--- config.mk ---
export PLATFORM = sky130hd
export DESIGN_NAME = flounder_lcd_io_sequencer
export DESIGN_NICKNAME = d
export VERILOG_FILES = /design/src/rtl/flounder_bus_pkg.sv /design/src/rtl/flounder_lcd_io_sequencer.sv
export SDC_FILE = /design/constraint.sdc
export NUM_CORES = 1
export LEC_CHECK = 0
export ABC_AREA = 1
export BUFFER_PORTS_ARGS = -buffer_cell sky130_fd_sc_hd__buf_4
export CAP_MARGIN = 15
export CORE_MARGIN = 1
export CORE_UTILIZATION = 44
export CTS_CLUSTER_DIAMETER = 30
export DETAILED_ROUTE_END_ITERATION = 6
export PLACE_DENSITY_LB_ADDON = 0.1
export SLEW_MARGIN = 20
export SYNTH_ARGS = -nofsm -noshare
export SYNTH_HDL_FRONTEND = slang
export SYNTH_SLANG_ARGS = --single-unit
--- constraint.sdc ---
create_clock -name CLK -period 1.3 [get_ports CLK]
set_input_delay 0.26 -clock CLK [delete_from_list [all_inputs] [get_ports CLK]]
set_output_delay 0.26 -clock CLK [all_outputs]
set_load 0.1 [all_outputs]
--- src/rtl/flounder_bus_pkg.sv ---
// Shared bus constants for the Flounder CPLD: the LCD sequencer state
// encoding and the I/O window bases (ADDR[15:13]). The address decoder
// imports the same window constants.
package flounder_bus_pkg;

    typedef logic [2:0] state_t;

    localparam state_t ST_IDLE   = 3'd0;
    localparam state_t ST_SETUP  = 3'd1;
    localparam state_t ST_STROBE = 3'd2;
    localparam state_t ST_HOLD   = 3'd3;
    localparam state_t ST_DONE   = 3'd4;

    // I/O windows, compared against ADDR[15:13]
    localparam logic [2:0] LCD0_BASE = 3'b011;  // 0x6000
    localparam logic [2:0] LCD1_BASE = 3'b100;  // 0x8000

endpackage

--- src/rtl/flounder_lcd_io_sequencer.sv ---
// Bus-cycle sequencer for the character-LCD I/O windows. An I/O read or
// write to 0x6000 (LCD0) or 0x8000 (LCD1) holds the Z180 in wait states
// while a setup / pulse / hold timed enable strobe is produced on LCD_E0
// or LCD_E1. One CPU I/O cycle yields exactly one strobe; releasing
// /IORQ early aborts the strobe.
//
// Handshake: the CPU "requests" by holding /IORQ low with /RD or /WR low
// in an LCD window; the block acknowledges by releasing /WAIT (high)
// once the hold time has elapsed, then waits in DONE for /IORQ to rise.
//
// DBG_STATE exposes the FSM state for status logic and checkers.
module flounder_lcd_io_sequencer
    import flounder_bus_pkg::*;
#(
    parameter int SETUP_CYC = 2,
    parameter int PULSE_CYC = 12,
    parameter int HOLD_CYC  = 2,
    parameter int CNT_W     = 4
) (
    input  logic        CLK,
    input  logic        RST,
    input  logic [15:0] ADDR,
    input  logic        IOREQ,
    input  logic        M1,
    input  logic        R,
    input  logic        W,
    output logic        WAIT,
    output logic        LCD_E0,
    output logic        LCD_E1,
    output logic        BUSY,
    output logic [2:0]  DBG_STATE
);

    localparam logic [CNT_W-1:0] SETUP_INIT = CNT_W'(SETUP_CYC - 1);
    localparam logic [CNT_W-1:0] PULSE_INIT = CNT_W'(PULSE_CYC - 1);
    localparam logic [CNT_W-1:0] HOLD_INIT  = CNT_W'(HOLD_CYC - 1);
    localparam logic [CNT_W-1:0] TIMER_ONE  = CNT_W'(1);

    // True when the top address bits fall in either LCD window
    function automatic logic lcd_window(input logic [2:0] a_hi);
        return (a_hi == LCD0_BASE) || (a_hi == LCD1_BASE);
    endfunction

    state_t           state_q, state_d;
    logic [CNT_W-1:0] timer_q, timer_d;
    logic             ch_q, ch_d;
    logic             hit;

    // Only A15..A13 take part in the decode
    logic unused_addr;
    assign unused_addr = ^ADDR[12:0];

    // Qualified LCD I/O cycle; interrupt-ack (M1 low) never hits
    assign hit = ~IOREQ & M1 & (~R | ~W) & lcd_window(ADDR[15:13]);

    // State, timer and channel registers
    always_ff @(posedge CLK or negedge RST) begin
        if (!RST) begin
            state_q <= ST_IDLE;
            timer_q <= '0;
            ch_q    <= 1'b0;
        end else begin
            state_q <= state_d;
            timer_q <= timer_d;
            ch_q    <= ch_d;
        end
    end

    // Next-state: timed phases, abort on /IORQ release, one strobe per cycle
    always_comb begin
        state_d = state_q;
        timer_d = timer_q;
        ch_d    = ch_q;
        case (state_q)
            ST_IDLE: begin
                if (hit) begin
                    state_d = ST_SETUP;
                    timer_d = SETUP_INIT;
                    ch_d    = ADDR[15];
                end
            end
            ST_SETUP: begin
                if (IOREQ) begin
                    state_d = ST_IDLE;
                    timer_d = '0;
                end else if (timer_q == '0) begin
                    state_d = ST_STROBE;
                    timer_d = PULSE_INIT;
                end else begin
                    timer_d = timer_q - TIMER_ONE;
                end
            end
            ST_STROBE: begin
                if (IOREQ) begin
                    state_d = ST_IDLE;
                    timer_d = '0;
                end else if (timer_q == '0) begin
                    state_d = ST_HOLD;
                    timer_d = HOLD_INIT;
                end else begin
                    timer_d = timer_q - TIMER_ONE;
                end
            end
            ST_HOLD: begin
                if (IOREQ) begin
                    state_d = ST_IDLE;
                    timer_d = '0;
                end else if (timer_q == '0) begin
                    state_d = ST_DONE;
                    timer_d = '0;
                end else begin
                    timer_d = timer_q - TIMER_ONE;
                end
            end
            ST_DONE: begin
                if (IOREQ) begin
                    state_d = ST_IDLE;
                end
            end
            default: begin
                state_d = ST_IDLE;
                timer_d = '0;
            end
        endcase
    end

    // Outputs: E from registered state, /WAIT also from the live hit so it
    // falls in the same T-state as /IORQ; reset forces /WAIT high
    always_comb begin
        LCD_E0    = (state_q == ST_STROBE) & ~ch_q;
        LCD_E1    = (state_q == ST_STROBE) & ch_q;
        BUSY      = (state_q != ST_IDLE);
        DBG_STATE = state_q;
        WAIT      = ~(((state_q == ST_IDLE) & hit & RST) |
                      (state_q == ST_SETUP) |
                      (state_q == ST_STROBE) |
                      (state_q == ST_HOLD));
    end

endmodule

==> summary.md, run 1 <==
| Metric | Value |
|---|---|
| Status | `did not finish` |
| Failed at | `global routing` |
| Stop err | `[ERROR DPL-0038] Utilization greater than 100%, impossible to legalize` |
| Post-DP HPWL | `1330 um` |
| # rows | `12` |
| Synthesized net count | `120` |
| Yosys cell types | `16` |
| Starting Density | `50.5%` |
| GRT worst endpoint | `WAIT` |
| Num ports | `29` |
| CTS sink cnt | `8` |
| Worst EP kind | `top-level output` |
| Die X-Extent | `38.9 um` |
| CTS max path bufs | `2` |
| Mapped cell area | `599 sq um` |
| Syn Inst Count | `98` |
| # port buffers | `15` |
| Register area share after synthesis | `33.4%` |
| Number of buffers created by CTS | `3` |
| H-tree levels | `1` |
| CTS Root Cell | `clkbuf_4` |
| Yosys Warn Count | `0` |
| RePlAce Congestion | `0.932` |
| Yosys reg bits | `8` |
| DIE HEIGHT | `38.9 um` |
| Largest net degree at the start of global routing | `9` |
| Mean Syn Cell Area | `6.12 sq um` |
==> logic make-up after synthesis <==
group | count (synthesis) | synth area share, %
buffers and inverters | 15 | 9.40
and+or+nand+nor | 68 | 50.3
AOI/OAI and AO/OA | 7 | 6.89
DFF | 8 | 33.4
==> what timing repair did <==
item / 4_1_cts
gates resized for setup: 38
endpoints found under the setup margin: 12
setup buffers: 7
pin swaps: 7
hold buffers: 1
hold endpoints to repair: 8
==> cells in the mapped netlist, drive strengths merged <==
cell | number | area (sq um)
nand2 | 38 | 155
nor2 | 17 | 76.3
inv | 15 | 56.3
nand3 | 13 | 70.1
dfrtp | 8 | 200
a21oi | 3 | 18.8
o21ai | 3 | 15.0
a21o | 1 | 7.51
==> stage by stage <==
step / setup slack (ns) / TNS (ns) / area, sq um / hold slack, ns / instances
after CTS: -0.377 / -1.95 / 1150 / 0.366 / 157
after detailed placement: -0.167 / -0.732 / 918 / 0.0984 / 146
after global placement: -0.142 / -0.567 / 918 / 0.0975 / 146
after floorplan: -0.532 / -2.57 / 646 / -0.0356 / 98
==> run 2, diff against run 1 <==
CORE_AREA = 2 2 63 65   (was default)
CORE_MARGIN = default   (was 1)
CORE_UTILIZATION = default   (was 44)
CTS_CLUSTER_DIAMETER = default   (was 30)
DIE_AREA = 0 0 65 67   (was default)
PLACE_DENSITY_LB_ADDON = 0.15   (was 0.1)
==> summary.md, run 2 <==
| Metric | Value |
|---|---|
| Vias per cell | `3.89` |
| Mux cell area share after synthesis | `0%` |
| First DRT Iteration DRCs | `10` |
| Mean Syn Cell Area | `6.12 sq um` |
| Most frequent cells after synthesis | `nand2_1 (35), nor2_1 (14), inv_1 (13)` |
| Antenna-violating nets left | `0` |
| CP endpoint kind | `primary output` |
| Worst Skew | `0.00272 ns` |
| End-of-flow core utilization | `34.2%` |
| Fillers | `390` |
| Number of buffers created by CTS | `3` |
| Max FO, Critical Path | `3` |
| Largest net degree at the start of global routing | `9` |
| RSZ-0062 raised after global routing | `yes` |
| Commonest non-fill, non-tap cell in the layout | `nand2_1` |
| Tcrit/Tclk final | `127%` |
| Antenna violations before repair | `0` |
| # port buffers | `15` |
| Slew HR | `83.3%` |
| Fin. max-slew vios | `0` |
| Worst-path cell chain | `nor2_1 > nand2_2 > nor2_4 > buf_12` |
| Maximum VDD drop | `1.66 mV` |
| Area added between synthesis and finish | `106%` |
| Hold Violations, Final | `0` |
| Reg clk slew, reported paths | `0.05 ns` |
| Post-synth EDFFs | `0` |
| Starting Density | `16.6%` |
| Period minus WS final | `1.66 ns` |
| Drt first pass iters | `2` |
| Area of the die | `0.00436 sq mm` |
| DR DRC count | `0` |
| CTS max path bufs | `2` |
| Congestion Overflow GR | `0` |
| DIE HEIGHT | `67 um` |
| CTS Root Cell | `clkbuf_8` |
| Lkg Pwr | `0.599 nW` |
| CP max stage cell | `dfrtp_4` |
| ANT cells | `0` |
| Commonest cells after routing, fill and taps aside | `nand2_1 (34), buf_4 (21), nor2_1 (9), inv_1 (9), nand3_1 (9)` |
| Failing checks | `setup timing` |
| Post-DP HPWL | `1520 um` |
| Complex-gate fraction of the synthesized area | `6.89%` |
| Async set-reset flop share out of synthesis | `100%` |
| Status | `finished with violations` |
| Final nets | `163` |
| WP data required | `1.04 ns` |
| Yosys Warn Count | `0` |
| Max-cap viol count | `0` |
| Post-synthesis adder-cell area fraction | `0%` |
| Die X-Extent | `65 um` |
| RePlAce Congestion | `0.770` |
| Post-Synth XOR/XNOR Area | `0%` |
| CP max stage delay | `0.49 ns` |
| Final Power | `3.59 mW` |
| Simple-gate area share of the yosys netlist | `50.3%` |
| Worst Path Arrival | `1.40 ns` |
| Num ports | `29` |
| Setup slack after layout | `-0.356 ns` |
| Share of layout cells above drive strength 1 | `48.6%` |
| First-pass GRT wire length | `3310 um` |
| Synthesized net count | `120` |
| Synth top area cells | `dfrtp_1 (33%), nand2_1 (22%), nand3_1 (10%)` |
| Max reg flops | `4` |
| Multi-input gate area | `430 sq um` |
| Placed instance count | `179` |
| GRT Total Usage | `10.4%` |
| Finished Layout Cells | `188` |
| Yosys reg bits | `8` |
| Sequential cell area | `211 sq um` |
| Mapped cell area | `599 sq um` |
| CTS sink cnt | `8` |
| Vias in the first global route | `741` |
| Core Area | `0.00361 sq mm` |
| Most instantiated library cell after synthesis | `nand2_1` |
| Largest family of logic cells by synthesized area | `simple AND/OR/NAND/NOR gates` |
| Routed len/inst | `10.9 um` |
| Vias | `732` |
| Yosys cell types | `16` |
| Drt total wl | `2050 um` |
| Register area share after synthesis | `33.4%` |
| CP startpoint kind | `flop` |
| Clk_lat worst skew | `0.24 ns` |
| # rows | `22` |
| TritonCTS clock tree | `yes` |
| Area leader, netlist | `dfrtp_1` |
| WP buf/inv | `1` |
| Commonest register cell after synthesis | `dfrtp_1` |
| Top cell type's share of synthesized area | `33.4%` |
| Final Setup Violations | `12` |
| H-tree levels | `1` |
| PD cells | `2910 mW/mm^2` |
| Most flop-heavy register | `timer_q` |
| Slew of the pin with the lowest slew margin | `0.249 ns` |
| Fmax | `0.604 GHz` |
| Top delay family on crit path | `flip-flops` |
| Hold crit path type | `primary input to flop` |
| WS Path Type | `flop to primary output` |
| Syn Inst Count | `98` |
## run 2: cell counts after synthesis
No cell type changed its count.
## run 2: tightest hold or removal path, delay by kind of cell
family | cells | cell delay, ns
AO/OA/AOI/OAI | 1 | 0.06
buffers and inverters | 3 | 0.27
## run 2: metal layers
layer  global-route usage [%]  vias up  part of all wire, %
li1                         -      386                    -
met1                     13.1      333                   48
met2                     16.4        9                   48
met4                     7.18        0                  2.2
met3                     1.52        4                  2.1
met5                        0        -                    0
## run 2: logic make-up (layout without fill, tap and decap cells)
kind of cell	Yosys count	count (layout)
flip-flops	8	8
AND/OR/NAND/NOR	68	68
AO/OA/AOI/OAI	7	7
buffers and inverters	15	57
## run 2: final cells by class
type / instances / area share [%]
Timing Repair Buffer: 38 / 33.8
Inverter: 15 / 5.67
Sequential cell: 8 / 17.1
Multi-Input combinational cell: 75 / 34.9
Tap cell: 48 / 4.86
Clock buffer: 4 / 3.65
## run 2: per-stage QoR
step / setup TNS [ns] / hold slack, ns / instance area (sq um) / setup WS [ns]
2_1_floorplan: -2.57 / -0.0356 / 646 / -0.532
3_3_place_gp: -0.879 / 0.221 / 966 / -0.180
3_5_place_dp: -0.776 / 0.219 / 966 / -0.181
4_1_cts: -1.98 / 0.387 / 1160 / -0.357
5_1_grt: -3.13 / 0.421 / 1230 / -0.408
6_report: -2.46 / 0.394 / 1230 / -0.356
## run 2: power breakdown
| group | internal, mW | total, mW | switching, mW |
|---|---|---|---|
| Combinational | 1.13 | 2.76 | 1.63 |
| Sequential | 0.372 | 0.495 | 0.123 |
| Clock | 0.214 | 0.333 | 0.118 |
| Total | 1.72 | 3.59 | 1.87 |
## run 2: what timing repair did
| item | CTS | global route |
|---|---|---|
| resized for setup | 31 | 16 |
| setup buffers | 3 | 2 |
| hold endpoints to repair | 8 | 0 |
| pin swaps | 6 | 10 |
| hold buffers | 1 | 0 |
| endpoints found under the setup margin | 12 | 15 |
## run 2: final timing paths
path                                       endpoint  cells past startpoint                      from  slack, ns
max                                          LCD_E0                      4  DBG_STATE[2]$_DFFE_PN0P_      -0.36
min                                ch_q$_DFFE_PN0N_                      4                  ADDR[15]       0.39
max reg2reg                DBG_STATE[0]$_DFFE_PN0P_                      8  DBG_STATE[2]$_DFFE_PN0P_      -0.17
min reg2reg                  timer_q[2]$_DFFE_PN0P_                      2    timer_q[2]$_DFFE_PN0P_       0.54
max in group asynchronous  DBG_STATE[0]$_DFFE_PN0P_                      3                       RST       0.62
min in group asynchronous    timer_q[2]$_DFFE_PN0P_                      3                       RST       0.51
(Power assumes the default switching activity.)
==> run 3, diff against run 2 <==
SKIP_CTS_REPAIR_TIMING = 1   (was default)
==> summary.md, run 3 (synthesis gave the netlist of run 2 again) <==
| Metric | Value |
|---|---|
| Status | `finished with violations` |
| Failing checks | `setup timing` |
| Max-cap viol count | `0` |
| Vias in the first global route | `703` |
| H-tree levels | `1` |
| Clk pwr share | `9.7%` |
| DIE HEIGHT | `67 um` |
| ANT cells | `0` |
| Max FO, Critical Path | `3` |
| Drt first pass iters | `4` |
| R2R depth | `9` |
| Core Area | `0.00361 sq mm` |
| Hold Violations, Final | `0` |
| CTS sink cnt | `8` |
| Area of the die | `0.00436 sq mm` |
| TritonCTS clock tree | `yes` |
| Commonest cells after routing, fill and taps aside | `nand2_1 (33), buf_4 (24), nand3_1 (11)` |
| Antenna-violating nets left | `0` |
| Worst Path Arrival | `1.38 ns` |
| Area added between synthesis and finish | `93.5%` |
| Setup slack after layout | `-0.337 ns` |
| # port buffers | `15` |
| Commonest non-fill, non-tap cell in the layout | `nand2_1` |
| RSZ-0062 raised after global routing | `yes` |
| Share of layout cells above drive strength 1 | `45.7%` |
| Maximum VDD drop | `1.64 mV` |
| Slew of the pin with the lowest slew margin | `0.213 ns` |
| CTS Root Cell | `clkbuf_8` |
| First-pass GRT wire length | `3110 um` |
| Starting Density | `16.6%` |
| Reg clk slew, reported paths | `0.05 ns` |
| Internal power | `1.60 mW` |
| Most flop-heavy register | `timer_q` |
| Psw | `1.79 mW` |
| Worst hold slack | `0.396 ns` |
| Lkg Pwr | `0.575 nW` |
| Final instance area | `0.00116 sq mm` |
| Worst Skew | `0.00270 ns` |
| Fin. max-slew vios | `0` |
| Slew HR | `85.8%` |
| Fmax | `0.611 GHz` |
| # rows | `22` |
| Drt total wl | `1920 um` |
| FF-to-FF Start | `DBG_STATE[1]$_DFFE_PN0P_` |
| Vias | `732` |
| Largest net degree at the start of global routing | `9` |
| Congestion Overflow GR | `0` |
| Die X-Extent | `65 um` |
| PD cells | `2920 mW/mm^2` |
| Switching share of total power | `52.7%` |
| Vias per cell | `3.94` |
| Period minus WS final | `1.64 ns` |
| Number of buffers created by CTS | `3` |
| Final nets | `161` |
| Hold crit path type | `primary input to flop` |
| CP endpoint kind | `primary output` |
| Seq pwr share | `14.3%` |
| Hold path depth | `4` |
| CP startpoint kind | `flop` |
| Max reg flops | `4` |
| WS Path Type | `flop to primary output` |
| First DRT Iteration DRCs | `14` |
| CTS max path bufs | `2` |
| Placed Area | `966 sq um` |
| RePlAce Congestion | `0.770` |
| Clk_lat worst skew | `0.23 ns` |
| Logic pwr share | `76.0%` |
| WP data required | `1.04 ns` |
| Tcrit/Tclk final | `126%` |
| Post-DP HPWL | `1520 um` |
| Worst setup startpoint | `DBG_STATE[1]$_DFFE_PN0P_` |
| DR DRC count | `0` |
| Num ports | `29` |
| Routed len/inst | `10.3 um` |
| Hold path startpoint | `ADDR[15]` |
| Final Setup Violations | `9` |
| GRT Total Usage | `9.76%` |
| Antenna violations before repair | `0` |
[run 3: power by group through the flow]
stage / clock, mW / sequential (mW) / combinational (mW)
after floorplan: 0 / 0.704 / 1.27
after global placement: 0 / 0.481 / 2.16
after detailed placement: 0 / 0.481 / 2.14
after CTS: 0.353 / 0.477 / 2.15
after global routing: 0.365 / 0.506 / 2.77
final: 0.329 / 0.486 / 2.58
[run 3: final timing paths]
check,endpoint,slack [ns]
min reg2reg,timer_q[2]$_DFFE_PN0P_,0.53
min in group asynchronous,timer_q[2]$_DFFE_PN0P_,0.51
max,WAIT,-0.34
max in group asynchronous,DBG_STATE[0]$_DFFE_PN0P_,0.62
min,ch_q$_DFFE_PN0N_,0.40
max reg2reg,DBG_STATE[0]$_DFFE_PN0P_,-0.08
[run 3: worst max-delay path, cell delays in order, from the launching register on]
cell and delay, ns:
dfrtp_4 0.49, inv_4 0.08, nand2_4 0.05, nor2_4 0.12, nand3_2 0.10, inv_2 0.08
a21oi_4 0.05, buf_12 0.17
[run 3: final cells by class]
cell class	instances	area, sq um
Sequential cell	8	211
Clock buffer	4	45.0
Timing Repair Buffer	36	374
Fill cell	397	2450
Tap cell	48	60.1
Inverter	15	62.6
Multi-Input combinational cell	75	407
[run 3: per-stage QoR]
stage               setup TNS (ns)  worst slack (ns)  power, mW  util, %  std cells
detailed placement          -0.776            -0.181       2.62     26.8        179
global placement            -0.879            -0.180       2.64     26.8        179
finish                       -1.62            -0.337       3.39     32.2        186
floorplan                    -2.57            -0.532       1.97        -         98
global route                 -2.39            -0.411       3.64     32.2        186
CTS                          -2.07            -0.442       2.98     28.0        183
[run 3: routing by layer]
metal	part of all wire, %	track usage [%]	vias to the layer above
li1	-	-	384
met2	46	14.6	19
met5	0	0	-
met3	3.4	1.01	4
met1	48	12.9	325
met4	2.4	7.18	0
